==> config.mk <==
export PLATFORM = sky130hd
export DESIGN_NAME = exec_trace_buffer
export DESIGN_NICKNAME = d
export VERILOG_FILES = /design/src/rtl/exec_trace_buffer.sv
export SDC_FILE = /design/constraint.sdc
export NUM_CORES = 1
export LEC_CHECK = 0
export CAP_MARGIN = 20
export CORE_MARGIN = 4
export CORE_UTILIZATION = 30
export DETAILED_ROUTE_END_ITERATION = 10
export DONT_BUFFER_PORTS = 1
export GPL_TIMING_DRIVEN = 1
export PLACE_DENSITY = 0.43
export RECOVER_POWER = 50
export SETUP_SLACK_MARGIN = 0.3
export SYNTH_ARGS = -nofsm -noshare
export SYNTH_HDL_FRONTEND = slang
export SYNTH_SLANG_ARGS = --single-unit
==> constraint.sdc <==
create_clock -name clk -period 9.8 [get_ports clk]
set_input_delay 1.96 -clock clk [delete_from_list [all_inputs] [get_ports clk]]
set_output_delay 1.96 -clock clk [all_outputs]
set_load 0.05 [all_outputs]
==> src/rtl/exec_trace_buffer.sv <==
// exec_trace_buffer: triggered circular capture of execute-stage outputs, drained oldest-first over ready/valid
module exec_trace_buffer #(
    parameter int DEPTH = 16,
    parameter int PTR_W = 4
) (
    input  logic             clk,
    input  logic             reset,
    input  logic             cap_valid,
    input  logic [31:0]      ALUResult,
    input  logic [31:0]      WriteData,
    input  logic [3:0]       ALUFlags,
    input  logic             arm,
    input  logic [3:0]       trig_mask,
    input  logic [3:0]       trig_value,
    input  logic [PTR_W-1:0] post_trig,
    output logic             rd_valid,
    input  logic             rd_ready,
    output logic [31:0]      rd_result,
    output logic [31:0]      rd_wdata,
    output logic [3:0]       rd_flags,
    output logic [1:0]       state,
    output logic [PTR_W:0]   count,
    output logic             overflow
);
    typedef enum logic [1:0] {IDLE = 2'd0, ARMED = 2'd1, POST = 2'd2, DONE = 2'd3} state_t;
    localparam logic [PTR_W:0] FULL = (PTR_W+1)'(DEPTH);
    state_t           state_q;
    logic [PTR_W-1:0] wr_ptr_q, rd_ptr_q, post_q;
    logic [PTR_W:0]   count_q;
    logic             overflow_q;
    logic [31:0]      res_mem [DEPTH];
    logic [31:0]      wdata_mem [DEPTH];
    logic [3:0]       flags_mem [DEPTH];
    logic             write, hit, pop;
    // capture/pop qualifiers and head-entry read-out (reads as zero when empty)
    always_comb begin
        write     = ((state_q == ARMED) || (state_q == POST)) && cap_valid;
        hit       = cap_valid && ((ALUFlags & trig_mask) == (trig_value & trig_mask));
        rd_valid  = (state_q == DONE) && (count_q != '0);
        pop       = rd_valid && rd_ready;
        rd_result = (count_q != '0) ? res_mem[rd_ptr_q] : '0;
        rd_wdata  = (count_q != '0) ? wdata_mem[rd_ptr_q] : '0;
        rd_flags  = (count_q != '0) ? flags_mem[rd_ptr_q] : '0;
        state     = state_q;
        count     = count_q;
        overflow  = overflow_q;
    end
    // sample storage; an entry is only ever read after it has been written, so no reset
    always_ff @(posedge clk) begin
        if (write) begin
            res_mem[wr_ptr_q]   <= ALUResult;
            wdata_mem[wr_ptr_q] <= WriteData;
            flags_mem[wr_ptr_q] <= ALUFlags;
        end
    end
    // capture FSM with pointer, occupancy, post-trigger and overflow bookkeeping
    always_ff @(posedge clk) begin
        if (reset) begin
            state_q    <= IDLE;
            wr_ptr_q   <= '0;
            rd_ptr_q   <= '0;
            post_q     <= '0;
            count_q    <= '0;
            overflow_q <= 1'b0;
        end else begin
            case (state_q)
                IDLE: begin
                    if (arm) begin
                        state_q    <= ARMED;
                        wr_ptr_q   <= '0;
                        rd_ptr_q   <= '0;
                        count_q    <= '0;
                        overflow_q <= 1'b0;
                    end
                end
                ARMED, POST: begin
                    if (write) begin
                        wr_ptr_q <= wr_ptr_q + 1'b1;
                        if (count_q == FULL) begin
                            rd_ptr_q   <= rd_ptr_q + 1'b1;
                            overflow_q <= 1'b1;
                        end else begin
                            count_q <= count_q + 1'b1;
                        end
                        if (state_q == ARMED) begin
                            if (hit) begin
                                post_q  <= post_trig;
                                state_q <= (post_trig == '0) ? DONE : POST;
                            end
                        end else begin
                            post_q <= post_q - 1'b1;
                            if (post_q == PTR_W'(1)) state_q <= DONE;
                        end
                    end
                end
                default: begin
                    if (count_q == '0) begin
                        state_q <= IDLE;
                    end else if (pop) begin
                        rd_ptr_q <= rd_ptr_q + 1'b1;
                        count_q  <= count_q - 1'b1;
                        if (count_q == (PTR_W+1)'(1)) state_q <= IDLE;
                    end
                end
            endcase
        end
    end
endmodule

==> results of run 1 <==
cell usage in the layout, fill, tap and decap left out, types with 5 or more instances in the layout:
| cell type | n |
|---|---|
| sky130_fd_sc_hd__xor2_1 | 6 |
| sky130_fd_sc_hd__bufinv_16 | 5 |
| sky130_fd_sc_hd__clkinv_2 | 20 |
| sky130_fd_sc_hd__nor2_1 | 14 |
| sky130_fd_sc_hd__inv_1 | 11 |
| sky130_fd_sc_hd__nand3_1 | 8 |
| sky130_fd_sc_hd__dfxtp_1 | 20 |
| sky130_fd_sc_hd__buf_12 | 12 |
| sky130_fd_sc_hd__nor2b_1 | 71 |
| sky130_fd_sc_hd__edfxtp_1 | 1088 |
| sky130_fd_sc_hd__inv_6 | 5 |
| sky130_fd_sc_hd__a21oi_1 | 15 |
| sky130_fd_sc_hd__clkbuf_16 | 131 |
| sky130_fd_sc_hd__ha_1 | 16 |
| sky130_fd_sc_hd__nand2_1 | 15 |
| sky130_fd_sc_hd__nor2_4 | 12 |
| sky130_fd_sc_hd__buf_4 | 35 |
| sky130_fd_sc_hd__clkinv_1 | 26 |
| sky130_fd_sc_hd__mux4_2 | 340 |
| sky130_fd_sc_hd__clkbuf_1 | 32 |
| sky130_fd_sc_hd__xnor2_1 | 5 |
| sky130_fd_sc_hd__o21ai_0 | 12 |
critical path, stage by stage (launching register included):
cell                      delay [ps]
sky130_fd_sc_hd__dfxtp_4         470
sky130_fd_sc_hd__buf_12          620
sky130_fd_sc_hd__buf_4           770
sky130_fd_sc_hd__mux4_2          590
sky130_fd_sc_hd__mux4_2          500
sky130_fd_sc_hd__nor2b_1         150
sky130_fd_sc_hd__buf_4           210
through the flow:
step	util	worst slack [ps]
CTS	0.349	3330
finish	0.349	3690
global placement	0.320	4230
detailed placement	0.321	4180
floorplan	-	2230
global route	0.349	3170
cell families after synthesis:
family                   Yosys count
multiplexers                     346
flip-flops                      1112
adder cells (fa/ha/maj)           16
AND/OR/NAND/NOR                  155
AO/OA/AOI/OAI                     47
buffers and inverters            105
XOR/XNOR                          11
per-layer routing:
metal	global-route usage	share of wire	vias up
met3	0.0380	0.059	174
met1	0.202	0.44	10575
met5	0	0	-
li1	-	-	7867
met2	0.239	0.48	502
met4	0.0432	0.023	0
area by class of cell:
cell class,instances,area [um2]
tap,1890,2360
inverter,11,41.3
clock inverter,70,632
multi-input combinational,575,9290
timing repair buffer,53,548
fill,13011,92300
clock buffer,160,3390
sequential,1112,33200
path summary, 6_finish.rpt:
check	cells past startpoint	from	to	slack [ps]
min reg2reg	2	rd_ptr_q[3]$_SDFFE_PP0P_	flip-flop	510
min	2	rd_ptr_q[3]$_SDFFE_PP0P_	flip-flop	510
max reg2reg	7	state[1]$_SDFFE_PP0P_	res_mem[11][15]$_DFFE_PP_	3720
max	6	flip-flop	rd_result[1]	3690
sequential cells by signal (all words and copies together), names as in the netlist, named ones only:
name / cells
flags_mem: 64
wdata_mem: 512
rd_ptr_q: 4
count: 5
wr_ptr_q: 4
res_mem: 512
overflow: 1
state: 2
post_q: 4
power by group through the flow:
stage,Clock (uW),Sequential [uW],Combinational (uW)
global route,4890,5380,1940
detailed placement,0,5470,1860
CTS,4700,5370,1860
global placement,0,5470,1840
floorplan,0,5460,1440
finish,4550,5370,1800
==> Implementation_results.wiki, run 1 <==
{| class="wikitable"
! Metric !! Value
|-
| Antenna violations before repair || 4
|-
| Logic pwr share || 0.154
|-
| Post-route non-filler standard cell count || 3871
|-
| Post-synthesis mux area share || 0.180
|-
| Most used flip-flop cell after synthesis || sky130_fd_sc_hd__edfxtp_1
|-
| Io pins || 162
|-
| Timing-limited maximum frequency || 164 MHz
|-
| Global-route wire length before repair || 156000 um
|-
| Leak || 0.0145 uW
|-
| GP Congestion || 0.720
|-
| Distinct cells, synth || 47
|-
| Post-route ant nets || 0
|-
| Type of element launching the critical path || flip-flop
|-
| Arrival time reported for the critical path endpoint || 4150 ps
|-
| Dominant cells by area after synthesis || sky130_fd_sc_hd__edfxtp_1 76%, sky130_fd_sc_hd__mux4_2 18%, sky130_fd_sc_hd__dfxtp_1 1.1%
|-
| Die boundary width || 386 um
|-
| Number of warning messages in the yosys log || 0
|-
| Highest fanout seen on the critical path || 108
|-
| Setup-violating endpoint count in the final report || 0
|-
| Vias after detailed routing || 19.1k
|-
| RSZ-0062 raised after global routing || false
|-
| Post-Route Hold Slack || 506 ps
|-
| Mean area per synthesized cell || 23.9 um2
|-
| Post-route cell area || 49400 um2
|-
| Starting density of the core || 0.302
|-
| Post-synthesis sequential area ratio || 0.774
|-
| Port Buf Inserts || 0
|-
| Slew Limit Fails || 79
|-
| Internal Pwr Total || 8590 uW
|-
| Pin count of the biggest net entering global routing || 129
|-
| Number of cells after detailed placement || 3641
|-
| Classification of the worst setup path || reg -> out
|-
| Total congestion overflow after global routing || 0
|-
| Largest family of logic cells by synthesized area || multiplexers
|-
| P_sw || 3140 uW
|-
| Share of the synthesized netlist area taken by xor and xnor gates || 0.00225
|-
| Drt total wl || 110000 um
|-
| Layout overhead on the synthesized area || 15.4%
|-
| # resized after CTS || 0
|-
| Via count of the first global-routing pass || 20.6k
|-
| VDD IR max || 0.422 mV
|-
| Leading post-synthesis cells by instance count || 1088 x sky130_fd_sc_hd__edfxtp_1, 340 x sky130_fd_sc_hd__mux4_2, 71 x sky130_fd_sc_hd__nor2b_1
|-
| Run status || finished with violations
|-
| Netlist area before placement || 42800 um2
|-
| Worst skew pair latency || 760 ps
|-
| Required time of the worst setup path || 7840 ps
|-
| Area enclosed by the die boundary || 149000 um2
|-
| Nets in the synthesized netlist || 1893
|-
| Average wire per standard cell || 28.5 um
|-
| Most area-hungry cell type in the Yosys netlist || sky130_fd_sc_hd__edfxtp_1
|-
| Number of diodes || 0
|-
| Pwr dens || 237 nW/um2
|-
| Post-route DRC violation count || 0
|-
| Measured slew at the worst slew-check pin || 3100 ps
|-
| Synthesized-area fraction occupied by ao, oa, aoi and oai cells || 0.00678
|-
| Sink Count || 1112
|-
| #FFs+latches synth || 1112
|-
| Clock skew after layout || 18.8 ps
|-
| Level count of the clock H-tree || 4
|-
| Number of buffers created by CTS || 130
|-
| Number of rows in the core area || 138
|-
| Number of hold violations in the final report || 0
|-
| Max-Slew Margin vs Limit || -1.07
|-
| Ratio of cells with drive above 1 in the final layout || 0.297
|-
| Crit share post-route || 0.623
|-
| Number of maximum-capacitance constraint violations || 3
|-
| Fraction of registers with async set or reset after synthesis || 0
|-
| Total Nets Final || 1984
|-
| Relative contribution of the clock network to total power || 0.388
|-
| Drt pass-1 iters || 5
|-
| EDFF count, synth || 1088
|-
| Die height || 386 um
|-
| Total chip power || 11700 uW
|-
| Violated checks || max-capacitance violations, max-slew violations
|-
| Area share of fa/ha/maj cells after synthesis || 0.00467
|-
| Sequential Power Share || 0.458
|-
| Min Tclk post-route || 6110 ps
|-
| Setup TNS || 0 ps
|-
| CTS tree || built
|-
| Placeable core region || 142000 um2
|-
| Switching share of power || 0.268
|-
| Gate Count Post-Synth || 1792
|-
| Leading cell type by number of instances after synthesis || sky130_fd_sc_hd__edfxtp_1
|-
| Number of buffers inserted for hold repair after clock tree synthesis || 0
|-
| Yosys top cell area share || 0.763
|-
| Number of DRC markers in iteration 0 || 1418
|-
| Maximum number of buffers from clock root to sink || 3
|-
| Worst min-delay path class || reg -> reg
|-
| Post CTS Setup Buffer Count || 0
|-
| Category of the worst setup path capture point || output port
|-
| Simple-gate portion of the synthesized area || 0.0207
|-
| Via density || 4.94
|-
| HPWL after detailed placement || 50000 um
|-
| Clk Tree Root Cell || sky130_fd_sc_hd__clkbuf_16
|-
| Clock-pin slew on the worst setup and hold paths || 50 ps
|-
| Placement Cell Area || 45400 um2
|-
| GR Util All Layers || 0.149
|}
Note: power is estimated with default switching activity, not from simulation.
==> run 2: changes to the inputs <==
- ABC_AREA: unset -> 1
- PLACE_DENSITY: 0.43 -> 0.44
- clock period: 9.8 -> 5.5 ns (I/O delays scaled with it)
==> run 2 against run 1 <==
Compared with the run above:
- the run still ends with max-capacitance violations, max-slew violations left
- clock skew is 17 ps higher
- largest cell class unchanged
- die area is 2.3% higher
- sequential power is 81% higher
- worst setup slack worse by 2900 ps
- cell area is 1.3% higher
- final cell count is 34% higher
- clock power is 70% higher
- sequential cell count stayed put
- critical path type unchanged
==> Implementation_results.wiki, run 2 <==
{| class="wikitable"
! Metric !! Value
|-
| Antenna violations before repair || 0 (-4)
|-
| Distinct cells, synth || 40 (-15%)
|-
| Highest fanout seen on the critical path || 113 (+4.6%)
|-
| Leading cell type by number of instances after synthesis || sky130_fd_sc_hd__edfxtp_1
|-
| WHS Path Cells || 1 (-1)
|-
| Reg2Reg Capture Point || res_mem[8][26]$_DFFE_PP_
|-
| Via density || 5.15 (+4.2%)
|-
| Total Nets Final || 3263 (+64%)
|-
| Leak || 0.0154 uW (+5.9%)
|-
| Largest incremental delay on the critical path || 600 ps (-170 ps)
|-
| Launch point of the worst reg-to-reg path || state[1]$_SDFFE_PP0P_
|-
| Via count of the first global-routing pass || 26.5k (+28%)
|-
| Clk Tree Root Cell || sky130_fd_sc_hd__clkbuf_16
|-
| Io pins || 162 (unchanged)
|-
| Start point of the worst min-delay path || reset
|-
| Vias after detailed routing || 26.7k (+39%)
|-
| Category of the worst setup path capture point || output port
|-
| Average wire per standard cell || 24.6 um (-14%)
|-
| GR Util All Layers || 0.164 (+0.0145)
|-
| Run status || finished with violations
|-
| Netlist area before placement || 43800 um2 (+2.3%)
|-
| Starting density of the core || 0.302 (-0.000654)
|-
| Hold path endpoint || count[3]$_SDFFE_PP0P_
|-
| Number of diodes || 0 (unchanged)
|-
| Gate Count Post-Synth || 3140 (+75%)
|-
| Setup-violating endpoint count in the final report || 0 (unchanged)
|-
| Drt pass-1 iters || 5 (unchanged)
|-
| Die boundary width || 390 um (+1.1%)
|-
| GP Congestion || 0.715 (-0.64%)
|-
| Registers with the most flip-flops || res_mem: 512 flops, wdata_mem: 512 flops, flags_mem: 64 flops
|-
| Worst min-delay path class || in -> reg
|-
| RSZ-0062 raised after global routing || false
|-
| Setup slack of the worst register-to-register path || 1360 ps (-2360 ps)
|-
| Total congestion overflow after global routing || 0 (unchanged)
|-
| Number of buffers inserted for hold repair after clock tree synthesis || 0 (unchanged)
|-
| Nets in the synthesized netlist || 3241 (+71%)
|-
| Required time of the worst setup path || 4400 ps (-3440 ps)
|-
| Post-route DRC violation count || 0 (unchanged)
|-
| Number of warning messages in the yosys log || 0 (unchanged)
|-
| Timing-limited maximum frequency || 215 MHz
|-
| HPWL after detailed placement || 61000 um (+22%)
|-
| Number of buffers created by CTS || 120 (-7.7%)
|-
| Number of maximum-capacitance constraint violations || 2 (-1)
|-
| Crit path buf inv count || 3 (unchanged)
|-
| Drt total wl || 127000 um (+16%)
|-
| Crit share post-route || 0.848
|-
| Port Buf Inserts || 0 (unchanged)
|-
| Leading post-synthesis cells by instance count || 1088 x sky130_fd_sc_hd__edfxtp_1, 591 x sky130_fd_sc_hd__nor2_1, 525 x sky130_fd_sc_hd__o21ai_0
|-
| Placeable core region || 145000 um2 (+2.6%)
|-
| Total chip power || 25300 uW (+120%)
|-
| Pwr dens || 506 nW/um2 (+110%)
|-
| Most used flip-flop cell after synthesis || sky130_fd_sc_hd__edfxtp_1
|-
| Most used cells in the layout excluding fill and tap cells || 1088 x sky130_fd_sc_hd__edfxtp_1, 578 x sky130_fd_sc_hd__nor2_1, 527 x sky130_fd_sc_hd__o21ai_0
|-
| CTS tree || built
|-
| Sink Count || 1112 (unchanged)
|-
| Worst skew pair latency || 740 ps (-20 ps)
|-
| Logic depth of the worst register-to-register path || 7 (unchanged)
|-
| Ratio of cells with drive above 1 in the final layout || 0.103 (-0.194)
|-
| Slew Limit Fails || 25 (-68%)
|-
| Post-route cell area || 50000 um2 (+1.3%)
|-
| Measured slew at the worst slew-check pin || 1690 ps (-1410 ps)
|-
| Setup TNS || 0 ps (unchanged)
|-
| Clock-pin slew on the worst setup and hold paths || 60 ps (about the same)
|-
| Number of hold violations in the final report || 0 (unchanged)
|-
| Mean area per synthesized cell || 14.0 um2 (-42%)
|-
| Number of DRC markers in iteration 0 || 2036 (+44%)
|-
| Yosys top cell area share || 0.745 (-0.0174)
|-
| Cell at the slowest stage of the critical path || sky130_fd_sc_hd__inv_8
|-
| Most area-hungry cell type in the Yosys netlist || sky130_fd_sc_hd__edfxtp_1
|-
| Die height || 390 um (+1.1%)
|-
| Fraction of registers with async set or reset after synthesis || 0 (unchanged)
|-
| Global-route wire length before repair || 186000 um (+20%)
|-
| Maximum number of buffers from clock root to sink || 3 (unchanged)
|-
| Clock skew after layout || 36.3 ps (+17.5 ps)
|-
| Level count of the clock H-tree || 3 (-1)
|-
| Critical path cell sequence || inv_8, buf_12, o21ai_0, o221ai_1, nand3_1, a21oi_1, buf_4
|-
| Delay-heaviest family, CP || buffers and inverters
|-
| Type of element launching the critical path || flip-flop
|-
| Max-Slew Margin vs Limit || -0.134 (+0.935)
|-
| Arrival time reported for the critical path endpoint || 3560 ps (-590 ps)
|-
| EDFF count, synth || 1088 (unchanged)
|-
| Most frequent standard cell in the layout excluding fill and tap cells || sky130_fd_sc_hd__edfxtp_1
|-
| Dominant cells by area after synthesis || sky130_fd_sc_hd__edfxtp_1 75%, sky130_fd_sc_hd__o21ai_0 6.0%, sky130_fd_sc_hd__nor2_1 5.1%
|-
| Violated checks || max-capacitance violations, max-slew violations
|-
| Placement Cell Area || 46400 um2 (+2.1%)
|-
| Classification of the worst setup path || reg -> out
|-
| Number of rows in the core area || 140 (+1.4%)
|-
| Post-synthesis sequential area ratio || 0.756 (-0.0177)
|-
| Post CTS Setup Buffer Count || 0 (unchanged)
|-
| Post-route ant nets || 0 (unchanged)
|-
| Core occupancy in the finished layout || 0.344 (-0.00443)
|-
| Min Tclk post-route || 4660 ps
|-
| VDD IR max || 0.514 mV (+22%)
|-
| Pin count of the biggest net entering global routing || 228 (+77%)
|-
| #FFs+latches synth || 1112 (unchanged)
|-
| Area enclosed by the die boundary || 152000 um2 (+2.3%)
|-
| Layout overhead on the synthesized area || 14.2%
|-
| # resized after CTS || 0 (unchanged)
|}
run 2: worst reg2reg max path, cell delays in order, from the launching register on:
cell                      delay, ps
sky130_fd_sc_hd__dfxtp_1        720
sky130_fd_sc_hd__inv_1          180
sky130_fd_sc_hd__ha_1           500
sky130_fd_sc_hd__nand2_1         90
sky130_fd_sc_hd__inv_1          190
sky130_fd_sc_hd__nand2_1        230
sky130_fd_sc_hd__nor2_1        1310
sky130_fd_sc_hd__buf_12         510
run 2: cell families (layout without fill, tap and decap cells):
| kind of cell | Yosys count | in the layout | synth area share |
|---|---|---|---|
| flops | 1112 | 1112 | 0.756 |
| compound gates | 1002 | 1002 | 0.139 |
| simple gates | 739 | 739 | 0.0669 |
| buf+inv | 265 | 387 | 0.0320 |
| fa+ha+maj | 16 | 16 | 0.00457 |
| xor+xnor | 6 | 6 | 0.00120 |
run 2: layer usage:
metal  GRT usage  up-vias  share of wire
li1            -    12096              -
met1       0.218    13872           0.45
met2       0.278      534           0.49
met3      0.0288      158          0.047
met4      0.0408        0          0.018
met5           0        -              0
run 2: worst max-delay path by stage:
stage / depth (start not counted) / slack, ps / endpoint
floorplan: 7 / 620 / flags_mem[0][0]$_DFFE_PP_
global placement: 6 / 1540 / rd_result[4]
finish: 7 / 840 / rd_result[18]
global route: 7 / 600 / rd_result[18]
detailed placement: 6 / 1540 / rd_result[4]
CTS: 6 / 730 / rd_result[4]
run 2: stage by stage:
stage | worst slack (ps) | cells | hold slack (ps)
after detailed placement | 1540 | 4957 | 480
after global placement | 1540 | 4956 | 482
final | 839 | 5179 | 448
after floorplan | 624 | 3140 | 455
after CTS | 728 | 5179 | 370
after global routing | 596 | 5179 | 398
run 2: area by class of cell:
cell class / instances / area (um2)
fill: 14119 / 95300
sequential: 1112 / 33200
multi-input combinational: 1763 / 9370
clock buffer: 154 / 3180
tap: 1917 / 2400
timing repair buffer: 134 / 1260
clock inverter: 68 / 523
inverter: 31 / 148
run 2: power by group:
part | internal [uW] | switching (uW) | leakage (uW) | total [uW]
clock | 4350 | 3370 | 0.00179 | 7720
sequential | 9550 | 195 | 0.00999 | 9740
combinational | 2080 | 5790 | 0.00360 | 7860
